===== src/rtl/uart_core_param_if.sv =====
// uart_core_param_if
//   Parallel-side bundle of one UART channel.
//   master: bus logic (drives tx_valid/tx_data/rx_ready)
//   slave : uart_core_param (drives tx_ready/tx_done and all rx_* outputs)
//
// Handshake semantics (both directions):
//   A word moves on a rising sys_clk edge where valid && ready are both 1.
//   The producer holds valid and data stable until that edge. Neither
//   tx_ready nor rx_valid depends combinationally on its partner signal.
interface uart_core_param_if #(
    parameter int DATA_W = 8
);
    logic              tx_valid;
    logic              tx_ready;
    logic [DATA_W-1:0] tx_data;
    logic              tx_done;
    logic              rx_valid;
    logic              rx_ready;
    logic [DATA_W-1:0] rx_data;
    logic              rx_parity_err;
    logic              rx_frame_err;
    logic              rx_overrun;

    modport master (
        output tx_valid, tx_data, rx_ready,
        input  tx_ready, tx_done, rx_valid, rx_data,
               rx_parity_err, rx_frame_err, rx_overrun
    );

    modport slave (
        input  tx_valid, tx_data, rx_ready,
        output tx_ready, tx_done, rx_valid, rx_data,
               rx_parity_err, rx_frame_err, rx_overrun
    );
endinterface


===== src/rtl/uart_core_param.sv =====
// uart_core_param
//   Parametrised full-duplex UART channel: TX serialiser and oversampling RX
//   with a one-word holding register, parity/framing/overrun flags and an
//   internal loopback path.
// Ports
//   sys_clk, sys_rst_l : clock, asynchronous active-low reset
//   uart_tx            : serial out (idle high, registered)
//   uart_rx            : serial in (asynchronous, synchronised internally)
//   loopback           : 1 = RX listens to uart_tx instead of uart_rx
//   bus                : parallel TX/RX handshake bundle (slave side)
//   tx_fsm, rx_fsm     : debug view of the FSM states
//                        (0 IDLE, 1 START, 2 DATA, 3 PARITY, 4 STOP)
module uart_core_param #(
    parameter int DATA_W     = 8,
    parameter int BIT_CLKS   = 16,
    parameter int PARITY_EN  = 0,
    parameter int PARITY_ODD = 0,
    parameter int STOP_BITS  = 1
) (
    input  logic                sys_clk,
    input  logic                sys_rst_l,
    output logic                uart_tx,
    input  logic                uart_rx,
    input  logic                loopback,
    uart_core_param_if.slave    bus,
    output logic [2:0]          tx_fsm,
    output logic [2:0]          rx_fsm
);
    typedef enum logic [2:0] {
        S_IDLE   = 3'd0,
        S_START  = 3'd1,
        S_DATA   = 3'd2,
        S_PARITY = 3'd3,
        S_STOP   = 3'd4
    } state_t;

    localparam int CNT_W = $clog2(BIT_CLKS);
    localparam int IDX_W = $clog2(DATA_W);
    localparam logic [CNT_W-1:0] CNT_LAST = CNT_W'(BIT_CLKS - 1);
    localparam logic [CNT_W-1:0] CNT_PRE  = CNT_W'(BIT_CLKS - 2);
    localparam logic [CNT_W-1:0] CNT_HALF = CNT_W'(BIT_CLKS / 2 - 1);
    localparam logic [IDX_W-1:0] IDX_LAST = IDX_W'(DATA_W - 1);
    localparam logic             STOP_LAST = 1'(STOP_BITS - 1);
    localparam logic             PAR_ODD   = (PARITY_ODD != 0);

    // ---------------- TX ----------------
    state_t            tx_state;
    logic [CNT_W-1:0]  tx_cnt;
    logic [IDX_W-1:0]  tx_idx;
    logic              tx_stop_idx;
    logic [DATA_W-1:0] tx_shift;
    logic              tx_par;

    always_ff @(posedge sys_clk or negedge sys_rst_l) begin
        if (!sys_rst_l) begin
            tx_state    <= S_IDLE;
            tx_cnt      <= '0;
            tx_idx      <= '0;
            tx_stop_idx <= 1'b0;
            tx_shift    <= '0;
            tx_par      <= 1'b0;
            uart_tx     <= 1'b1;
            bus.tx_ready <= 1'b1;
            bus.tx_done  <= 1'b0;
        end else begin
            bus.tx_done <= 1'b0;
            case (tx_state)
                S_IDLE: begin
                    if (bus.tx_valid && bus.tx_ready) begin
                        tx_shift     <= bus.tx_data;
                        tx_par       <= (^bus.tx_data) ^ PAR_ODD;
                        uart_tx      <= 1'b0;
                        bus.tx_ready <= 1'b0;
                        tx_cnt       <= '0;
                        tx_state     <= S_START;
                    end
                end
                S_START: begin
                    if (tx_cnt == CNT_LAST) begin
                        tx_cnt   <= '0;
                        tx_idx   <= '0;
                        uart_tx  <= tx_shift[0];
                        tx_shift <= {1'b0, tx_shift[DATA_W-1:1]};
                        tx_state <= S_DATA;
                    end else begin
                        tx_cnt <= tx_cnt + 1'b1;
                    end
                end
                S_DATA: begin
                    if (tx_cnt == CNT_LAST) begin
                        tx_cnt <= '0;
                        if (tx_idx == IDX_LAST) begin
                            if (PARITY_EN != 0) begin
                                uart_tx  <= tx_par;
                                tx_state <= S_PARITY;
                            end else begin
                                uart_tx     <= 1'b1;
                                tx_stop_idx <= 1'b0;
                                tx_state    <= S_STOP;
                            end
                        end else begin
                            tx_idx   <= tx_idx + 1'b1;
                            uart_tx  <= tx_shift[0];
                            tx_shift <= {1'b0, tx_shift[DATA_W-1:1]};
                        end
                    end else begin
                        tx_cnt <= tx_cnt + 1'b1;
                    end
                end
                S_PARITY: begin
                    if (tx_cnt == CNT_LAST) begin
                        tx_cnt      <= '0;
                        uart_tx     <= 1'b1;
                        tx_stop_idx <= 1'b0;
                        tx_state    <= S_STOP;
                    end else begin
                        tx_cnt <= tx_cnt + 1'b1;
                    end
                end
                S_STOP: begin
                    // tx_done is registered, so raise it one cycle early to
                    // land exactly on the final stop cycle.
                    if (tx_cnt == CNT_PRE && tx_stop_idx == STOP_LAST)
                        bus.tx_done <= 1'b1;
                    if (tx_cnt == CNT_LAST) begin
                        tx_cnt <= '0;
                        if (tx_stop_idx == STOP_LAST) begin
                            bus.tx_ready <= 1'b1;
                            tx_state     <= S_IDLE;
                        end else begin
                            tx_stop_idx <= 1'b1;
                        end
                    end else begin
                        tx_cnt <= tx_cnt + 1'b1;
                    end
                end
                default: tx_state <= S_IDLE;
            endcase
        end
    end

    // ---------------- RX ----------------
    logic [1:0]        rx_sync;
    logic              rx_line;
    state_t            rx_state;
    logic [CNT_W-1:0]  rx_cnt;
    logic [IDX_W-1:0]  rx_idx;
    logic [DATA_W-1:0] rx_shift;
    logic              rx_perr;
    logic              rx_load;
    logic              rx_accept;

    always_ff @(posedge sys_clk or negedge sys_rst_l) begin
        if (!sys_rst_l) rx_sync <= 2'b11;
        else            rx_sync <= {rx_sync[0], loopback ? uart_tx : uart_rx};
    end

    assign rx_line = rx_sync[1];

    always_comb begin
        rx_load   = (rx_state == S_STOP) && (rx_cnt == CNT_LAST);
        rx_accept = bus.rx_valid && bus.rx_ready;
    end

    // Sampling points sit BIT_CLKS apart starting from the start-bit midpoint.
    always_ff @(posedge sys_clk or negedge sys_rst_l) begin
        if (!sys_rst_l) begin
            rx_state <= S_IDLE;
            rx_cnt   <= '0;
            rx_idx   <= '0;
            rx_shift <= '0;
            rx_perr  <= 1'b0;
        end else begin
            case (rx_state)
                S_IDLE: begin
                    if (!rx_line) begin
                        rx_cnt   <= '0;
                        rx_state <= S_START;
                    end
                end
                S_START: begin
                    if (rx_cnt == CNT_HALF) begin
                        rx_cnt <= '0;
                        if (rx_line) begin
                            rx_state <= S_IDLE;
                        end else begin
                            rx_idx   <= '0;
                            rx_perr  <= 1'b0;
                            rx_state <= S_DATA;
                        end
                    end else begin
                        rx_cnt <= rx_cnt + 1'b1;
                    end
                end
                S_DATA: begin
                    if (rx_cnt == CNT_LAST) begin
                        rx_cnt   <= '0;
                        rx_shift <= {rx_line, rx_shift[DATA_W-1:1]};
                        if (rx_idx == IDX_LAST)
                            rx_state <= (PARITY_EN != 0) ? S_PARITY : S_STOP;
                        else
                            rx_idx <= rx_idx + 1'b1;
                    end else begin
                        rx_cnt <= rx_cnt + 1'b1;
                    end
                end
                S_PARITY: begin
                    if (rx_cnt == CNT_LAST) begin
                        rx_cnt   <= '0;
                        // Received bit must equal ^data ^ PARITY_ODD.
                        rx_perr  <= rx_line ^ (^rx_shift) ^ PAR_ODD;
                        rx_state <= S_STOP;
                    end else begin
                        rx_cnt <= rx_cnt + 1'b1;
                    end
                end
                S_STOP: begin
                    // Leave at the stop midpoint so the next start edge can
                    // be found during the remaining half bit.
                    if (rx_cnt == CNT_LAST) begin
                        rx_cnt   <= '0;
                        rx_state <= S_IDLE;
                    end else begin
                        rx_cnt <= rx_cnt + 1'b1;
                    end
                end
                default: rx_state <= S_IDLE;
            endcase
        end
    end

    // Holding register. rx_overrun can only be set while rx_valid is 1 and
    // is cleared together with rx_valid, so on a load it simply records
    // whether an unaccepted word is being replaced.
    always_ff @(posedge sys_clk or negedge sys_rst_l) begin
        if (!sys_rst_l) begin
            bus.rx_valid      <= 1'b0;
            bus.rx_data       <= '0;
            bus.rx_parity_err <= 1'b0;
            bus.rx_frame_err  <= 1'b0;
            bus.rx_overrun    <= 1'b0;
        end else if (rx_load) begin
            bus.rx_valid      <= 1'b1;
            bus.rx_data       <= rx_shift;
            bus.rx_parity_err <= rx_perr;
            bus.rx_frame_err  <= !rx_line;
            bus.rx_overrun    <= bus.rx_valid && !bus.rx_ready;
        end else if (rx_accept) begin
            bus.rx_valid   <= 1'b0;
            bus.rx_overrun <= 1'b0;
        end
    end

    assign tx_fsm = tx_state;
    assign rx_fsm = rx_state;
endmodule

===== src/flat_wrapper.sv =====
// flat-port wrapper written by rule: the top's interface ports become plain ports
module uart_core_param_flat 
#(
    parameter int DATA_W     = 8,
    parameter int BIT_CLKS   = 16,
    parameter int PARITY_EN  = 0,
    parameter int PARITY_ODD = 0,
    parameter int STOP_BITS  = 1
)
  (sys_clk, sys_rst_l, uart_tx, uart_rx, loopback, tx_fsm, rx_fsm, bus_tx_valid, bus_tx_data, bus_rx_ready, bus_tx_ready, bus_tx_done, bus_rx_valid, bus_rx_data, bus_rx_parity_err, bus_rx_frame_err, bus_rx_overrun);
  uart_core_param_if #(.DATA_W(DATA_W)) bus_i ();
  input  logic sys_clk;
  input  logic sys_rst_l;
  output logic uart_tx;
  input  logic uart_rx;
  input  logic loopback;
  output logic [2:0] tx_fsm;
  output logic [2:0] rx_fsm;
  input wire logic [$bits(bus_i.tx_valid)-1:0] bus_tx_valid;
  input wire logic [$bits(bus_i.tx_data)-1:0] bus_tx_data;
  input wire logic [$bits(bus_i.rx_ready)-1:0] bus_rx_ready;
  output wire logic [$bits(bus_i.tx_ready)-1:0] bus_tx_ready;
  output wire logic [$bits(bus_i.tx_done)-1:0] bus_tx_done;
  output wire logic [$bits(bus_i.rx_valid)-1:0] bus_rx_valid;
  output wire logic [$bits(bus_i.rx_data)-1:0] bus_rx_data;
  output wire logic [$bits(bus_i.rx_parity_err)-1:0] bus_rx_parity_err;
  output wire logic [$bits(bus_i.rx_frame_err)-1:0] bus_rx_frame_err;
  output wire logic [$bits(bus_i.rx_overrun)-1:0] bus_rx_overrun;
  assign bus_i.tx_valid = bus_tx_valid;
  assign bus_i.tx_data = bus_tx_data;
  assign bus_i.rx_ready = bus_rx_ready;
  assign bus_tx_ready = bus_i.tx_ready;
  assign bus_tx_done = bus_i.tx_done;
  assign bus_rx_valid = bus_i.rx_valid;
  assign bus_rx_data = bus_i.rx_data;
  assign bus_rx_parity_err = bus_i.rx_parity_err;
  assign bus_rx_frame_err = bus_i.rx_frame_err;
  assign bus_rx_overrun = bus_i.rx_overrun;
  uart_core_param #(.DATA_W(DATA_W), .BIT_CLKS(BIT_CLKS), .PARITY_EN(PARITY_EN), .PARITY_ODD(PARITY_ODD), .STOP_BITS(STOP_BITS)) u_core (.sys_clk(sys_clk), .sys_rst_l(sys_rst_l), .uart_tx(uart_tx), .uart_rx(uart_rx), .loopback(loopback), .bus(bus_i), .tx_fsm(tx_fsm), .rx_fsm(rx_fsm));
endmodule

===== config.mk =====
export PLATFORM = sky130hd
export DESIGN_NAME = uart_core_param_flat
export DESIGN_NICKNAME = d
export VERILOG_FILES = /design/src/rtl/uart_core_param_if.sv /design/src/rtl/uart_core_param.sv /design/src/flat_wrapper.sv
export SDC_FILE = /design/constraint.sdc
export NUM_CORES = 1
export LEC_CHECK = 0
export BUFFER_PORTS_ARGS = -buffer_cell sky130_fd_sc_hd__buf_2
export CAP_MARGIN = 10
export CORE_MARGIN = 4
export CORE_UTILIZATION = 40
export CTS_BUF_LIST = sky130_fd_sc_hd__clkbuf_16
export CTS_CLUSTER_DIAMETER = 80
export DETAILED_ROUTE_END_ITERATION = 6
export GPL_TIMING_DRIVEN = 1
export HOLD_SLACK_MARGIN = 0.02
export PLACE_DENSITY = 0.55
export SLEW_MARGIN = 20
export SYNTH_ARGS = -nofsm -noshare
export SYNTH_HDL_FRONTEND = slang
export SYNTH_SLANG_ARGS = --single-unit

===== constraint.sdc =====
create_clock -name sys_clk -period 2.9 [get_ports sys_clk]
set_clock_uncertainty 0.2 [all_clocks]
set_input_delay 0.29 -clock sys_clk [delete_from_list [all_inputs] [get_ports sys_clk]]
set_output_delay 0.29 -clock sys_clk [all_outputs]
set_load 0.02 [all_outputs]

==> results of run 1 <==
timing repair:
item	4_1_cts	5_1_grt
resized for setup	0	0
hold endpoints to repair	21	0
hold buffers	2	0
cell families (layout without fill, tap and decap cells):
logic type / after synthesis / in the layout / synth area share
mux: 41 / 41 / 0.164
buf+inv: 19 / 55 / 0.0311
compound gates: 55 / 55 / 0.132
simple gates: 65 / 65 / 0.126
flops: 54 / 54 / 0.488
xor+xnor: 7 / 7 / 0.0270
fa+ha+maj: 7 / 7 / 0.0315
per-stage QoR:
step	total power, mW	hold slack (ns)	instance area, um2
after global routing	2.07	0.0395	3200
after floorplan	1.23	-0.206	2780
after CTS	1.96	0.0343	3200
after global placement	1.32	0.0845	3020
after detailed placement	1.33	0.0910	3020
final	1.94	0.0454	3200
how the worst min path moves through the flow:
stage              start                           endpoint  slack, ns
3_5_place_dp   sys_rst_l  u_core.bus.rx_data[6]$_DFFE_PN0P_       0.09
6_report         uart_rx        u_core.rx_sync[0]$_DFF_PN1_       0.05
2_1_floorplan  sys_rst_l  u_core.bus.rx_data[0]$_DFFE_PN0P_      -0.21
3_3_place_gp   sys_rst_l  u_core.bus.rx_data[6]$_DFFE_PN0P_       0.08
5_1_grt          uart_rx        u_core.rx_sync[0]$_DFF_PN1_       0.04
4_1_cts          uart_rx        u_core.rx_sync[0]$_DFF_PN1_       0.03
cells in the mapped netlist, drive strengths merged (3+ instances only):
cell type  instances
a211oi             6
a21oi             19
and3               3
buf                9
clkbuf             4
dfrtp             50
dfstp              4
ha                 7
inv                6
mux2              37
mux2i              4
nand2             15
nand2b             4
nand3              7
nor2              15
nor2b              6
nor3               7
o21ai             11
xnor2              4
per-layer routing:
metal,wire [um],vias up,GRT usage
met2,2450,38,0.209
met4,37,0,0.0314
met3,203,4,0.0373
met5,0,-,0
met1,2550,949,0.172
li1,-,957,-
state kept, by name, summed over array words and instances (netlist names):
signal,flops
u_core.tx_idx,3
u_core.bus.rx_frame_err,1
u_core.uart_tx,1
u_core.rx_shift,8
u_core.bus.rx_parity_err,1
u_core.rx_fsm,3
u_core.rx_sync,2
u_core.tx_cnt,4
u_core.rx_perr,1
u_core.rx_cnt,4
u_core.rx_idx,3
u_core.bus.rx_valid,1
u_core.tx_fsm,3
u_core.bus.tx_done,1
u_core.bus.rx_data,8
u_core.bus.tx_ready,1
u_core.bus.rx_overrun,1
u_core.tx_shift,8
layout by cell type (no fill, tap or decap), types with 3 or more instances in the layout:
cell,n
sky130_fd_sc_hd__clkbuf_16,5
sky130_fd_sc_hd__nand3_1,7
sky130_fd_sc_hd__nand2b_1,4
sky130_fd_sc_hd__nor2_1,14
sky130_fd_sc_hd__ha_1,7
sky130_fd_sc_hd__dfstp_2,4
sky130_fd_sc_hd__a211oi_1,5
sky130_fd_sc_hd__xnor2_1,4
sky130_fd_sc_hd__dfrtp_1,50
sky130_fd_sc_hd__a21oi_1,18
sky130_fd_sc_hd__mux2i_1,4
sky130_fd_sc_hd__nand2_1,14
sky130_fd_sc_hd__mux2_2,37
sky130_fd_sc_hd__and3_1,3
sky130_fd_sc_hd__buf_4,5
sky130_fd_sc_hd__nor3_1,5
sky130_fd_sc_hd__o21ai_0,11
sky130_fd_sc_hd__buf_2,34
sky130_fd_sc_hd__nor2b_1,6
sky130_fd_sc_hd__inv_1,6
final cells by class:
class | instances | area [um2] | share of cell area
repair buffers | 41 | 228 | 0.0712
clock buffers | 5 | 125 | 0.0391
multi-input cells | 175 | 1340 | 0.418
flip-flops and latches | 54 | 1360 | 0.424
well taps | 80 | 100 | 0.0313
inverters | 6 | 22.5 | 0.00705
clock inverters | 3 | 27.5 | 0.00861
where the power goes:
part           total, mW  switching, mW  internal, mW  leakage (nW)
combinational      0.381          0.189         0.193         0.754
clock              0.624          0.294         0.330        0.0723
sequential         0.931          0.111         0.821         0.720
total               1.94          0.593          1.34          1.55
==> metrics.log, run 1 <==
[metrics] run status: finished, final reports clean
[metrics] buffers and inverters on the worst path: 0
[metrics] Synth Warn #: 0
[metrics] area share of the largest cell type after synthesis: 0.450
[metrics] initial cell density of the core: 0.411
[metrics] Layout area overhead: 15.0%
[metrics] wire length of the first global-routing pass: 8.98 mm
[metrics] final max-slew violation count: 0
[metrics] Reg2Reg Depth: 6
[metrics] net count after synthesis: 269
[metrics] beginning of the worst register-to-register path: u_core.tx_idx[0]$_DFFE_PN0P_
[metrics] Max Root-Sink Buffers: 2
[metrics] Syn Inst Count: 248
[metrics] Final Hold Fails: 0
[metrics] main area contributors after synthesis: sky130_fd_sc_hd__dfrtp_1 (45%), sky130_fd_sc_hd__mux2_2 (15%), sky130_fd_sc_hd__dfstp_2 (3.8%)
[metrics] sequential cell area fraction in the yosys report: 0.488
[metrics] clk_lat worst skew: 0.30 ns
[metrics] die extent in y: 91.4 um
[metrics] weighted congestion reported at the end of routability-driven placement: 0.784
[metrics] total wire length: 5.24 mm
[metrics] final-stage net count: 304
[metrics] ports placed on the boundary: 35
[metrics] cell seen most often among critical-path stages: sky130_fd_sc_hd__ha_1
[metrics] peak supply drop: 325 uV
[metrics] number of antenna violations at the first check in global routing: 0
[metrics] final sum of negative setup slack: 0 ns
[metrics] dominant delay contributor by cell family on the critical path: compound AO/OA/AOI/OAI gates
[metrics] number of buffers inserted during clock tree synthesis: 5
[metrics] num rows: 30
[metrics] share of the core filled with cells in the final layout: 0.473
[metrics] overall die width: 91.4 um
[metrics] final critical-path share of the clock period: 0.821
[metrics] longest individual stage delay on the worst path: 0.47 ns
[metrics] final setup fails: 0
[metrics] source of the critical timing path: u_core.tx_idx[0]$_DFFE_PN0P_
[metrics] CP Data Required Time: 2.88 ns
[metrics] synthesized area: 0.00278 mm2
[metrics] maximum clock frequency: 420 MHz
[metrics] cell breakdown of the critical path: ha_1 -> ha_1 -> nand4b_1 -> a21o_1 -> a211oi_4 -> mux2_2
[metrics] vias per cell: 5.35
[metrics] Worst-path clk slew: 0.07 ns
[metrics] CTS tree: done
[metrics] Crit Path Class: reg -> reg
[metrics] Cell variety after synth: 50
[metrics] violation count after the first detailed-route iteration: 59
[metrics] grt total ovfl: 0
[metrics] Clock H-tree levels: 2
[metrics] power per standard cell area: 606 mW/mm2
[metrics] number of standard cells in the final layout excluding fillers: 364
[metrics] n_diodes: 0
[metrics] overall die area: 0.00835 mm2
[metrics] minimum clock period after layout: 2.38 ns
[metrics] via count: 1948
[metrics] via count of the first global-routing pass: 1917
[metrics] critical path's slowest cell: sky130_fd_sc_hd__a211oi_4
[metrics] residual antenna-violating net count after detailed routing: 0
[metrics] Setup crit start kind: register
[metrics] master cell of the clock root buffer: sky130_fd_sc_hd__clkbuf_16
[metrics] placement-stage worst setup slack: 0.511 ns
[metrics] crit path to: u_core.tx_shift[3]$_DFFE_PN0P_
[metrics] average footprint of a synthesized cell: 11.2 um2
[metrics] Min-Delay Path Depth: 2
[metrics] detail-routed net length per standard cell: 14.4 um
[metrics] All-Layer GR Usage: 0.130
[metrics] fraction of registers with async set or reset after synthesis: 1.00
[metrics] total of buffers placed on input and output ports: 34
[metrics] total stage count of the critical path: 6
[metrics] area leader, netlist: sky130_fd_sc_hd__dfrtp_1
[metrics] max capacitance violation total: 0
[metrics] Leak Pwr: 1.55 nW
[metrics] Fillers: 639
[metrics] fraction of final layout cells sized beyond drive strength 1: 0.345
[metrics] number of synthesized flops with an enable pin: 0
[metrics] Remaining DRCs: 0
[metrics] most used flip-flop cell after synthesis: sky130_fd_sc_hd__dfrtp_1
[metrics] Worst Path Arrival: 2.36 ns
[metrics] RSZ-0062 raised after global routing: false
[metrics] capture instance of the worst register-to-register path: u_core.tx_shift[3]$_DFFE_PN0P_
[metrics] cell count after placement: 354
[metrics] crit path capture type: register
[metrics] kind of path behind the tightest hold check: in -> reg
[metrics] iteration count of the initial detailed-routing pass: 4
[metrics] core outline area: 0.00676 mm2
[metrics] flip-flop and latch count after synthesis: 54
[metrics] detailed placer's ending HPWL: 3.68 mm
[metrics] largest net degree at the start of global routing: 24
[metrics] clock sink total: 54
[metrics] headroom to the max-slew limit: 0.608
[metrics] Setup Fix Bufs, Post-CTS: 0
[metrics] setup slack of the most critical reg-to-reg path: 0.52 ns
[metrics] maximum net fanout on the critical path: 9
[metrics] measured slew at the worst slew-check pin: 0.580 ns
[metrics] setup ws final: 0.518 ns
No activity file was read; power rests on OpenSTA's default activity.
==> inputs of run 2 (changes only) <==
Settings changed: ABC_AREA from default to 1, PLACE_DENSITY 0.55 to 0.57.
Clock period 2.9 ns to 2.1 ns, I/O delays scaled along.
==> run 2 against run 1 <==
Net effect:
- combinational power rose to 3.9 times the previous value
- non-clock buffer count rose by 6
- count of clock-buffer cells in the layout did not move
- final cell count rose by 24%
- area after synthesis fell by 3.2%
- global-route usage rose by 0.088 points
- clock power rose by 47%
- utilization rose by 2.8 points
- total power rose by 100%
- critical path type unchanged
==> metrics.log, run 2 <==
[metrics] All-Layer GR Usage: 0.131 (was 0.130)
[metrics] violation count after the first detailed-route iteration: 84 (was 59)
[metrics] weighted congestion reported at the end of routability-driven placement: 0.779 (was 0.784)
[metrics] master cell of the clock root buffer: sky130_fd_sc_hd__clkbuf_16 (unchanged)
[metrics] number of buffers inserted during clock tree synthesis: 5 (unchanged)
[metrics] peak supply drop: 705 uV (was 325 uV)
[metrics] area leader, netlist: sky130_fd_sc_hd__dfrtp_1 (unchanged)
[metrics] Max Root-Sink Buffers: 2 (unchanged)
[metrics] final sum of negative setup slack: 0 ns (unchanged)
[metrics] core outline area: 0.00642 mm2 (was 0.00676 mm2)
[metrics] power per standard cell area: 1200 mW/mm2 (was 606 mW/mm2)
[metrics] final-stage net count: 394 (was 304)
[metrics] crit path capture type: register (unchanged)
[metrics] synthesized area: 0.00269 mm2 (was 0.00278 mm2)
[metrics] Final Hold Fails: 0 (unchanged)
[metrics] leading cell type in the layout, fill and taps excluded: sky130_fd_sc_hd__nand2_1 (was sky130_fd_sc_hd__dfrtp_1)
[metrics] critical path's slowest cell: sky130_fd_sc_hd__dfrtp_1 (was sky130_fd_sc_hd__a211oi_4)
[metrics] cell seen most often among critical-path stages: sky130_fd_sc_hd__ha_1 (unchanged)
[metrics] max capacitance violation total: 0 (unchanged)
[metrics] overall die area: 0.00810 mm2 (was 0.00835 mm2)
[metrics] most used flip-flop cell after synthesis: sky130_fd_sc_hd__dfrtp_1 (unchanged)
[metrics] Remaining DRCs: 0 (unchanged)
[metrics] RSZ-0062 raised after global routing: false (unchanged)
[metrics] Leak Pwr: 1.66 nW (was 1.55 nW)
[metrics] final max-slew violation count: 0 (unchanged)
[metrics] most used cells in the layout excluding fill and tap cells: sky130_fd_sc_hd__nand2_1 (107), sky130_fd_sc_hd__dfrtp_1 (50), sky130_fd_sc_hd__buf_2 (34) (was sky130_fd_sc_hd__dfrtp_1 (50), sky130_fd_sc_hd__mux2_2 (37), sky130_fd_sc_hd__buf_2 (34))
[metrics] measured slew at the worst slew-check pin: 0.479 ns (was 0.580 ns)
[metrics] arithmetic-cell share of the synthesized area counting full adders, half adders and majority gates: 0.0326 (was 0.0315)
[metrics] Fillers: 606 (was 639)
[metrics] total wire length: 4.96 mm (was 5.24 mm)
[metrics] die extent in y: 90.0 um (was 91.4 um)
[metrics] Setup crit start kind: register (unchanged)
[metrics] CP Data Required Time: 2.12 ns (was 2.88 ns)
[metrics] final setup fails: 0 (unchanged)
[metrics] share of the synthesized area in compound gates (AO/OA/AOI/OAI): 0.121 (was 0.132)
[metrics] initial cell density of the core: 0.419 (was 0.411)
[metrics] kind of path behind the tightest hold check: in -> reg (unchanged)
[metrics] net count after synthesis: 345 (was 269)
[metrics] CTS resizes: 0 (unchanged)
[metrics] dominant combinational cell family by area after synthesis: simple AND/OR/NAND/NOR gates (was multiplexers)
[metrics] clk_lat worst skew: 0.29 ns (was 0.30 ns)
[metrics] overall die width: 90.0 um (was 91.4 um)
[metrics] XOR/XNOR Fraction of Synth Area: 0.0130 (was 0.0270)
[metrics] Synth Warn #: 0 (unchanged)
[metrics] via count of the first global-routing pass: 2094 (was 1917)
[metrics] Hold Slack: 0.0316 ns (was 0.0454 ns)
[metrics] vias per cell: 4.75 (was 5.35)
[metrics] Worst Path Arrival: 1.90 ns (was 2.36 ns)
[metrics] clock sink total: 54 (unchanged)
[metrics] ports placed on the boundary: 35 (unchanged)
[metrics] sequential cell area fraction in the yosys report: 0.504 (was 0.488)
[metrics] main area contributors after synthesis: sky130_fd_sc_hd__dfrtp_1 (47%), sky130_fd_sc_hd__nand2_1 (15%), sky130_fd_sc_hd__o21ai_0 (5.2%) (was sky130_fd_sc_hd__dfrtp_1 (45%), sky130_fd_sc_hd__mux2_2 (15%), sky130_fd_sc_hd__dfstp_2 (3.8%))
[metrics] maximum net fanout on the critical path: 11 (was 9)
[metrics] Largest regs: u_core.bus.rx_data (8), u_core.rx_shift (8), u_core.tx_shift (8) (unchanged)
[metrics] n_diodes: 0 (unchanged)
[metrics] detailed placer's ending HPWL: 3.59 mm (was 3.68 mm)
[metrics] Worst-path clk slew: 0.07 ns (about the same)
[metrics] headroom to the max-slew limit: 0.678 (was 0.608)
[metrics] maximum clock frequency: 531 MHz (was 420 MHz)
[metrics] flip-flop and latch count after synthesis: 54 (unchanged)
[metrics] fraction of registers with async set or reset after synthesis: 1.00 (unchanged)
[metrics] average footprint of a synthesized cell: 8.30 um2 (was 11.2 um2)
[metrics] iteration count of the initial detailed-routing pass: 4 (unchanged)
[metrics] CTS tree: done (unchanged)
[metrics] Setup Fix Bufs, Post-CTS: 0 (unchanged)
[metrics] largest net degree at the start of global routing: 55 (was 24)
[metrics] mux contribution to synthesized area: 0.00791 (was 0.164)
[metrics] area share of the largest cell type after synthesis: 0.465 (was 0.450)
[metrics] number of antenna violations at the first check in global routing: 0 (unchanged)
[metrics] residual antenna-violating net count after detailed routing: 0 (unchanged)
[metrics] total of buffers placed on input and output ports: 34 (unchanged)
[metrics] Layout area overhead: 19.7% (was 15.0%)
[metrics] cell breakdown of the critical path: ha_1 -> ha_1 -> inv_1 -> o22ai_2 -> nor2_2 -> nand3_1 -> o21ai_1 (was ha_1 -> ha_1 -> nand4b_1 -> a21o_1 -> a211oi_4 -> mux2_2)
[metrics] longest individual stage delay on the worst path: 0.40 ns (was 0.47 ns)
[metrics] via count: 2142 (was 1948)
[metrics] most frequent cell after synthesis: sky130_fd_sc_hd__nand2_1 (was sky130_fd_sc_hd__dfrtp_1)
[metrics] num rows: 29 (was 30)
[metrics] minimum clock period after layout: 1.88 ns (was 2.38 ns)
[metrics] Cell variety after synth: 34 (was 50)
[metrics] detail-routed net length per standard cell: 11.0 um (was 14.4 um)
[metrics] number of buffers added to fix hold violations after cts: 9 (was 2)
[metrics] Clock H-tree levels: 2 (unchanged)
[metrics] Syn Inst Count: 324 (was 248)
[metrics] ranking of synthesized cells by instance count: sky130_fd_sc_hd__nand2_1 (107), sky130_fd_sc_hd__dfrtp_1 (50), sky130_fd_sc_hd__inv_1 (28), sky130_fd_sc_hd__o21ai_0 (28) (was sky130_fd_sc_hd__dfrtp_1 (50), sky130_fd_sc_hd__mux2_2 (37), sky130_fd_sc_hd__a21oi_1 (18), sky130_fd_sc_hd__nand2_1 (14), sky130_fd_sc_hd__nor2_1 (14))
[metrics] Synth Area in Simple Gates: 0.259 (was 0.126)
[metrics] number of synthesized flops with an enable pin: 0 (unchanged)
[metrics] wire length of the first global-routing pass: 9.10 mm (was 8.98 mm)
[metrics] total power draw: 3.87 mW (was 1.94 mW)
[metrics] run status: finished, final reports clean (unchanged)
[metrics] grt total ovfl: 0 (unchanged)
[metrics] Crit Path Class: reg -> reg (unchanged)
[metrics] final critical-path share of the clock period: 0.897 (was 0.821)
[metrics] fraction of final layout cells sized beyond drive strength 1: 0.198 (was 0.345)
run 2: cell types whose count changed in the layout (fill, tap and decap cells not counted), sizes merged, moves of 4 or more:
cell / before / now
a211oi: 6 / 0
a21oi: 19 / 8
dlygate4sd3: 2 / 9
inv: 8 / 36
mux2: 37 / 1
nand2: 15 / 113
nand2b: 4 / 0
nand3: 7 / 20
nor2: 15 / 23
nor2b: 6 / 0
nor3: 7 / 2
o21ai: 11 / 41
run 2: metrics by stage:
stage | worst slack [ns] | std cells | utilization | area, um2
5_1_grt | 0.0695 | 451 | 0.501 | 3220
2_1_floorplan | 0.449 | 324 | - | 2690
6_report | 0.217 | 451 | 0.501 | 3220
3_3_place_gp | 0.299 | 434 | 0.461 | 2960
3_5_place_dp | 0.222 | 434 | 0.461 | 2960
4_1_cts | 0.198 | 451 | 0.501 | 3220
run 2: power breakdown:
group	switching, mW	total (mW)	leakage (nW)	internal [mW]
sequential	0.209	1.48	0.715	1.27
combinational	0.976	1.47	0.862	0.491
clock	0.357	0.915	0.0812	0.558
run 2: cells by family (layout without fill, tap and decap cells):
logic type	after synthesis	in the layout
xor+xnor	4	4
flops	54	54
fa+ha+maj	7	7
buf+inv	40	90
simple gates	160	160
compound gates	57	57
mux	2	2
run 2: path summary, 6_finish.rpt:
kind | startpoint | cells past startpoint | slack, ns | end
setup / recovery | u_core.tx_idx[0]$_DFFE_PN0P_ | 7 | 0.22 | u_core.tx_shift[7]$_DFFE_PN0P_
hold / removal | bus_tx_data[6] | 5 | 0.03 | u_core.tx_shift[6]$_DFFE_PN0P_
setup reg to reg | u_core.tx_idx[0]$_DFFE_PN0P_ | 7 | 0.22 | u_core.tx_shift[7]$_DFFE_PN0P_
hold reg to reg | u_core.rx_sync[0]$_DFF_PN1_ | 0 | 0.16 | u_core.rx_sync[1]$_DFF_PN1_
max in group asynchronous | sys_rst_l | 3 | 1.15 | u_core.bus.tx_ready$_DFFE_PN1P_
min in group asynchronous | sys_rst_l | 3 | 0.24 | u_core.bus.rx_data[6]$_DFFE_PN0P_
run 2: worst max-delay path: cells and delay by family (launching register included):
family          cells  cell delay (ns)
fa+ha+maj           2             0.38
simple gates        2             0.51
buf+inv             1             0.09
flops               1             0.40
compound gates      2             0.23
run 2: layer usage:
metal	track usage	up-vias	share of wire	wire length [um]
li1	-	1139	-	-
met1	0.171	966	0.51	2530
met2	0.217	33	0.44	2190
met3	0.0326	4	0.039	192
met4	0.0319	0	0.0089	44
met5	0	-	0	0
run 2: area by class of cell:
class                           count  area, um2  share of cell area
Sequential cell                    54       1360               0.421
Multi-Input combinational cell    230       1170               0.362
Timing Repair Buffer               47        303              0.0941
Inverter                           35        131              0.0408
Clock buffer                        5        125              0.0389
Tap cell                           77       96.3              0.0299
Clock inverter                      3       41.3              0.0128
